==> src/rtl/cpu_control_fsm.sv <==
// Multi-cycle control sequencer: FETCH/DECODE/EXEC/MEM/WB; ALU/branch/NOP 3 cycles, STOR 3, LOAD 4, +1 per memory wait.
// Holds mem_req/mem_we/addr_sel stable until mem_ack; CPU_FSM_ZEXT_LOGIC_EN makes ANDI/ORI/XORI zero-extend.
module cpu_control_fsm (
  input  logic        clk,
  input  logic        rst_n,
  input  logic [15:0] instr,
  input  logic        mem_ack,
  input  logic        cond_true,
  output logic        mem_req,
  output logic        mem_we,
  output logic        addr_sel,
  output logic        ir_en,
  output logic        pc_en,
  output logic        pc_src,
  output logic        reg_we,
  output logic        wb_sel,
  output logic        flags_we,
  output logic        imm_sel,
  output logic        sext_s,
  output logic [3:0]  alu_op,
  output logic        retire
);

  typedef enum logic [2:0] {
    S_IDLE   = 3'd0,
    S_FETCH  = 3'd1,
    S_DECODE = 3'd2,
    S_EXEC   = 3'd3,
    S_MEM    = 3'd4,
    S_WB     = 3'd5
  } state_t;

  state_t state_q, state_d;

  logic [3:0] op;
  logic [3:0] ext;
  logic [3:0] alu_code;
  logic       is_rtype_alu;
  logic       is_imm_alu;
  logic       is_alu;
  logic       is_load;
  logic       is_stor;
  logic       is_branch;
  logic       alu_writes_reg;
  logic       alu_writes_flags;
  logic       zext_logic;
  logic       unused_instr_bits;

  function automatic logic alu_code_ok(input logic [3:0] c);
    case (c)
      4'h5, 4'h9, 4'hB, 4'h1, 4'h2, 4'h3, 4'hD: alu_code_ok = 1'b1;
      default:                                  alu_code_ok = 1'b0;
    endcase
  endfunction

  assign op  = instr[15:12];
  assign ext = instr[7:4];

  // R-type carries the ALU code in ext; immediate forms reuse the same code as op.
  assign is_rtype_alu     = (op == 4'h0) && alu_code_ok(ext);
  assign is_imm_alu       = (op != 4'h0) && alu_code_ok(op);
  assign is_alu           = is_rtype_alu || is_imm_alu;
  assign alu_code         = is_rtype_alu ? ext : op;
  assign alu_writes_reg   = is_alu && (alu_code != 4'hB);
  assign alu_writes_flags = is_alu && ((alu_code == 4'h5) || (alu_code == 4'h9) || (alu_code == 4'hB));
  assign is_load          = (op == 4'h4) && (ext == 4'h0);
  assign is_stor          = (op == 4'h4) && (ext == 4'h4);
  assign is_branch        = (op == 4'hC);

`ifdef CPU_FSM_ZEXT_LOGIC_EN
  assign zext_logic = is_imm_alu && ((op == 4'h1) || (op == 4'h2) || (op == 4'h3));
`else
  assign zext_logic = 1'b0;
`endif

  // Register fields are routed by the datapath; the sequencer never looks at them.
  assign unused_instr_bits = ^{instr[11:8], instr[3:0]};

  always_ff @(posedge clk or negedge rst_n) begin
    if (!rst_n) begin
      state_q <= S_IDLE;
    end else begin
      state_q <= state_d;
    end
  end

  always_comb begin
    state_d  = state_q;
    mem_req  = 1'b0;
    mem_we   = 1'b0;
    addr_sel = 1'b0;
    ir_en    = 1'b0;
    pc_en    = 1'b0;
    pc_src   = 1'b0;
    reg_we   = 1'b0;
    wb_sel   = 1'b0;
    flags_we = 1'b0;
    imm_sel  = 1'b0;
    alu_op   = 4'h0;
    retire   = 1'b0;
    sext_s   = (state_q != S_IDLE);

    case (state_q)
      S_IDLE: begin
        state_d = S_FETCH;
      end
      S_FETCH: begin
        mem_req = 1'b1;
        ir_en   = mem_ack;
        if (mem_ack) begin
          state_d = S_DECODE;
        end
      end
      S_DECODE: begin
        // ALU controls are set up early so operands settle before EXEC.
        if (is_alu) begin
          alu_op  = alu_code;
          imm_sel = is_imm_alu;
        end
        if (zext_logic) begin
          sext_s = 1'b0;
        end
        state_d = (is_load || is_stor) ? S_MEM : S_EXEC;
      end
      S_EXEC: begin
        pc_en  = 1'b1;
        retire = 1'b1;
        pc_src = is_branch && cond_true;
        if (is_alu) begin
          alu_op   = alu_code;
          imm_sel  = is_imm_alu;
          reg_we   = alu_writes_reg;
          flags_we = alu_writes_flags;
        end
        if (zext_logic) begin
          sext_s = 1'b0;
        end
        state_d = S_FETCH;
      end
      S_MEM: begin
        mem_req  = 1'b1;
        addr_sel = 1'b1;
        mem_we   = is_stor;
        if (mem_ack) begin
          if (is_stor) begin
            pc_en   = 1'b1;
            retire  = 1'b1;
            state_d = S_FETCH;
          end else begin
            state_d = S_WB;
          end
        end
      end
      S_WB: begin
        reg_we  = 1'b1;
        wb_sel  = 1'b1;
        pc_en   = 1'b1;
        retire  = 1'b1;
        state_d = S_FETCH;
      end
      default: begin
        state_d = S_IDLE;
        sext_s  = 1'b0;
      end
    endcase
  end

endmodule

==> config.mk <==
export PLATFORM = sky130hd
export DESIGN_NAME = cpu_control_fsm
export DESIGN_NICKNAME = d
export VERILOG_FILES = /design/src/rtl/cpu_control_fsm.sv
export SDC_FILE = /design/constraint.sdc
export NUM_CORES = 1
export LEC_CHECK = 0
export CAP_MARGIN = 30
export CORE_UTILIZATION = 34
export CTS_BUF_LIST = sky130_fd_sc_hd__clkbuf_4 sky130_fd_sc_hd__clkbuf_8 sky130_fd_sc_hd__clkbuf_16
export CTS_CLUSTER_DIAMETER = 120
export DETAILED_ROUTE_END_ITERATION = 10
export HOLD_SLACK_MARGIN = 0.12
export MAX_ROUTING_LAYER = met4
export PLACE_DENSITY = 0.78
export SETUP_SLACK_MARGIN = 0.15
export SYNTH_ARGS = -nofsm -noshare
export SYNTH_HDL_FRONTEND = slang
export SYNTH_SLANG_ARGS = --single-unit
export TNS_END_PERCENT = 5
==> constraint.sdc <==
create_clock -name clk -period 1.7 [get_ports clk]
set_input_delay 0.34 -clock clk [delete_from_list [all_inputs] [get_ports clk]]
set_output_delay 0.34 -clock clk [all_outputs]
set_load 0.03 [all_outputs]
# --- After elaboration in Yosys (flattened, before gate mapping) ---
# Cells that the tools add are included.
word_totals:
  regBits: 3
  inputBits: 20
  output_inout_bits: 16
  elab_cells: 79
op_classes:
  n_eq_ne: 28
  n_mux: 26
  reduce_logical: 24
op_table:
  columns: ["operator", "n"]
  rows:
  - ["$eq 4x4->1 const B", 9]
  - ["$eq 4x3->1 const B", 5]
  - ["$eq 4x2->1 const B", 4]
  - ["$mux 1", 16]
  - ["$reduce_or 7->1", 2]
  - ["$mux 3", 4]
  - ["$mux 4", 3]
  - ["$pmux 3 s4", 1]
  - ["$eq 4x1->1 const B", 2]
  - ["$logic_not 4->1", 2]
  - ["$logic_and 1x1->1", 7]
  - ["$eq 3x2->1 const B", 2]
  - ["$eq 3x3->1 const B", 2]
  - ["$reduce_or 2->1", 3]
  - ["$reduce_or 6->1", 1]
  - ["$logic_or 1x1->1", 4]
  - ["$ne 2x2->1 const B", 2]
  - ["$ne 4x4->1 const B", 1]
  - ["$pmux 1 s2", 2]
  - ["$reduce_bool 4->1", 1]
  - ["$eq 3x1->1 const B", 1]
  - ["$logic_not 3->1", 1]
  - ["$reduce_bool 3->1", 1]
  - ["$reduce_or 3->1", 1]
  - ["$reduce_and 2->1", 1]

# --- Depth between registers and ports, before layout ---
logic_depth:
  ltp_word: 11
  depth_mapped: 6
  mapped_depth_nobuf: 4

# --- Worst setup path after synthesis ---
# No wires, ideal clock.
synth_timing:
  kind: "input -> output"
  start: "input port instr[13]"
  end: "output port reg_we"
  t_arrival_ns: 1.802
  t_required_ns: 1.360
  path_slack_ns: -0.442
  cell_stages: 5
  n_path_buf: 1
  path_cell_list: "buf_6 nand2b_1 a221oi_2 o31ai_2 a211oi_1"
synth_between:
  elab_chain_len: 8
  word_cells_on_any_way: 19
  classes_between: "8 x eq/ne; 4 x mux; 7 x reduce/logical"
synth_rtl:
  columns: ["element", "line_no", "source"]
  rows:
  - ["from (decl)", "6", "input logic [15:0] instr,"]
  - ["$eq 4x3->1 (tied with other cells)", "50", "case (c)"]
  - ["$reduce_or 7->1", "50", null]
  - ["$mux 1", "50", null]
  - ["$logic_and 1x1->1", "61", "assign is_imm_alu = (op != 4'h0) && alu_code_ok(op);"]
  - ["$logic_or 1x1->1", "62", "assign is_alu = is_rtype_alu || is_imm_alu;"]
  - ["$logic_and 1x1->1", "64", "assign alu_writes_reg = is_alu && (alu_code != 4'hB);"]
  - ["$mux 1 (*)", "129", "if (is_alu) begin"]
  - ["$pmux 1 s2 (*)", "103", "case (state_q)"]
  - ["to (decl)", "15", "output logic reg_we,"]
# Mark *: on every way between the ends. The rest lies on a longest branch, timed or not.

# --- Worst setup path after layout ---
layout_timing:
  start: "input port instr[14]"
  end: "output port reg_we"
# Same word-level chain as after synthesis.

==> summary.md <==
| Metric | Value |
|---|---|
| Mapped Cells | 71 |
| Max incr delay on CP | 420 ps |
| Reg with most FFs | state_q |
| Worst VDD drop | about 0.66 mV |
| Drt first pass iters | 4 |
| Critical-path top delay cell | a2111oi_4 |
| Final setup vio count | 12 |
| Final WL | 2.24 mm |
| Syn nets | 91 |
| Area grow syn2layout | 142% |
| Min cycle time layout | 1960 ps |
| Placed Area | approximately 1100 µm² |
| Number of DRC markers in iteration 0 | 18 |
| Multi-input gate area | 599 µm² |
| Worst-Skew Late Latency | 230 ps |
| CP top delay family | compound AO/OA/AOI/OAI gates |
| Antenna viol nets, final | 0 |
| Top cell types by occurrence after synthesis | nor2_1 (10), a21oi_1 (5), inv_1 (5), nand2b_1 (4) |
| Final hold violation count | 0 |
| Antenna diode count | 0 |
| Cell variety after synth | 34 |
| Predominant post-synthesis flop cell | dfrtp_1 |
| Vias in the first global route | 702 |
| Synth Register Bits | 3 |
| Crit Path Max Fanout | 6 |
| Async set or reset register ratio after synthesis | 100% |
| Gr usage total | 27.4% |
| Post-Syn Area | approximately 520 µm² |
| # H-tree levels | 1 |
| Die span in x | 41.1 µm |
| Worst slew margin | about four fifths |
| Critical Path, Cell by Cell | clkdlybuf4s15_2 > nor2_2 > o2111ai_2 > a2111oi_4 > a211oi_4 > buf_6 |
| Hold Slack | 289 ps |
| Design Area, Final | 1260 µm² |
| FF+latch area | between 70 and 80 µm² |
| Post-route DRC | 0 |
| CP Data Required Time | approximately 1400 ps |
| Fin. max-slew vios | 0 |
| Startpoint types | primary input |
| Synth area leaders | dfrtp_1 (14%), nor2_1 (7.2%), a21oi_1 (4.8%) |
| Root Driver | clkbuf_4 |
| Cell area power density | 643 nW/µm² |
| Layout cells sized above 1 | 71.7% |
| R2R Path End | state_q[0] |
| WP buf/inv | 2 |
| Clock Skew | around 2.9 ps |
| Congestion Overflow GR | 0 |
| Cts bufs inserted | 3 |
| First-pass GRT wire length | 2.83 mm |
| Warnings, synthesis | 0 |
| Leak Pwr | approximately 0.00053 µW |
| Clock Sinks | 3 |
| Period Utilization, post-route | 116% |
| Clock transition at path regs | approximately 40 ps |
| RePlAce Congestion | 0.751 |
| Register area share after synthesis | 14.4% |
| Critical R2R Launch | state_q[1] |
| WS Path Type | in -> out |
| Post-synth top area cell | dfrtp_1 |
| Post-Syn Area per Cell | 7.33 µm² |
| Max-cap check violation count | 0 |
| Max reg flops | 3 |
| Critical path capture point type | output pin |
| Initial Util | 38.1% |
| Number of flops mapped to enable cells by yosys | 0 |
| RSZ-0062 raised after global routing | yes |
| Worst EP arrival | roughly 1600 ps |
| Failing checks | negative setup slack |
| Core area | 1370 µm² |
| Die height | slightly above 40 µm |
| Nets | between 100 and 150 |
| Fill cells | 54 |
| Initial antenna violation count | 0 |
| Buffers on Ports | 27 |
| Setup TNS Final | -1850 ps |
| Num ports | 36 |
| Peak Freq | 509 MHz |
| Pin count of the biggest net entering global routing | 11 |
| Vias per cell | 5.70 |
| Rows | 13 |
| CTS max path bufs | 2 |
| Dpl hpwl | 1.46 mm |
| Post-detailed-route wirelength per cell | 15.7 µm |
| Worst slew pin tran | 322 ps |
| Die area | 1690 µm² |
| Vias | between 800 and 900 |
| Depth of the most critical reg-to-reg path | 5 |
| Top flop regs | state_q: 3 flops |
| CTS tree | done |
| Hold Crit Class | in -> async |
| Status | finished, violations left |
| Share of the synthesized area in the top cell type | 14.4% |
| Count leader, synth | nor2_1 |
| Final WS setup | -264 ps |
| R2R setup slack | 380 ps |
## worst max path at each step
stage                    start        to  cells after the start
finish               instr[14]    reg_we                      6
global route        state_q[2]    reg_we                      6
CTS                 state_q[2]    reg_we                      6
detailed placement   instr[13]  flags_we                      7
global placement     instr[14]    reg_we                      6
floorplan            instr[13]    reg_we                      5
## kinds of logic after synthesis
| kind of cell | synth area share, % |
|---|---|
| buffers and inverters | 13.7 |
| and+or+nand+nor | 32.9 |
| AOI/OAI and AO/OA | 37.3 |
| xor gates and xnor gates | 1.68 |
| DFF | 14.4 |
## area by class of cell
| class | count | share of cell area (%) |
|---|---|---|
| clock buffer | 4 | 2.39 |
| inverter | 5 | 1.49 |
| multi-input combinational | 55 | 47.6 |
| sequential | 3 | 5.96 |
| tap | 15 | 1.49 |
| timing repair buffer | 60 | 41.1 |
## per-stage QoR
| step | total power [µW] | std cells | worst slack (ps) | utilization (%) |
|---|---|---|---|---|
| final | 809 | 142 | -264 | 92.1 |
| after global routing | 846 | 142 | -323 | 92.1 |
| after CTS | 784 | 142 | -274 | 88.9 |
| after detailed placement | 587 | 134 | -646 | 77.1 |
| after global placement | 577 | 134 | -622 | 77.1 |
| after floorplan | 397 | 71 | -86.2 | - |
## power breakdown
| part | switching [µW] | internal [µW] |
|---|---|---|
| Combinational | 312 | 264 |
| Sequential | 10.7 | 83.3 |
| Clock | 35.5 | 104 |
| Total | 358 | 451 |
## timing repair
item,in CTS,in global routing
resized for setup,51,11
setup endpoints to repair,18,17
setup buffers,4,0
hold buffers,0,0
endpoints found under the hold margin,0,0
pin swaps,14,3
## routing by layer
| layer | vias to the layer above | wire length [µm] | track usage [%] | part of all wire (%) |
|---|---|---|---|---|
| li1 | 375 | - | - | - |
| met1 | 377 | 813 | 24.7 | 36 |
| met2 | 48 | 1200 | 51.6 | 54 |
| met3 | 10 | 156 | 7.61 | 7.0 |
| met4 | 0 | 61 | 13.7 | 2.7 |
| met5 | - | 0 | - | 0 |
## cells in the final DEF, fill, tap and decap left out, drive strengths merged
| master | instances |
|---|---|
| buf | 53 |
| nor2 | 10 |
| inv | 5 |
| a21oi | 5 |
| clkbuf | 5 |
| nand2b | 4 |
| a211oi | 4 |
| nand3b | 3 |
| clkdlybuf4s50 | 3 |
| dfrtp | 3 |
| a31oi | 3 |
| nand2 | 2 |
| a41oi | 2 |
| nor3 | 2 |
| clkdlybuf4s15 | 2 |
| nor2b | 2 |
| nor3b | 2 |
| o21a | 1 |
| a221oi | 1 |
| o31ai | 1 |
| o2111ai | 1 |
| and4 | 1 |
| o21ai | 1 |
| xnor2 | 1 |
| a32oi | 1 |
| o31a | 1 |
| nor4 | 1 |
| a2111oi | 1 |
| nand3 | 1 |
| nor4b | 1 |
| and3 | 1 |
| a21o | 1 |
| a31o | 1 |
| dlygate4sd2 | 1 |
No activity file was read; power rests on OpenSTA's default activity.
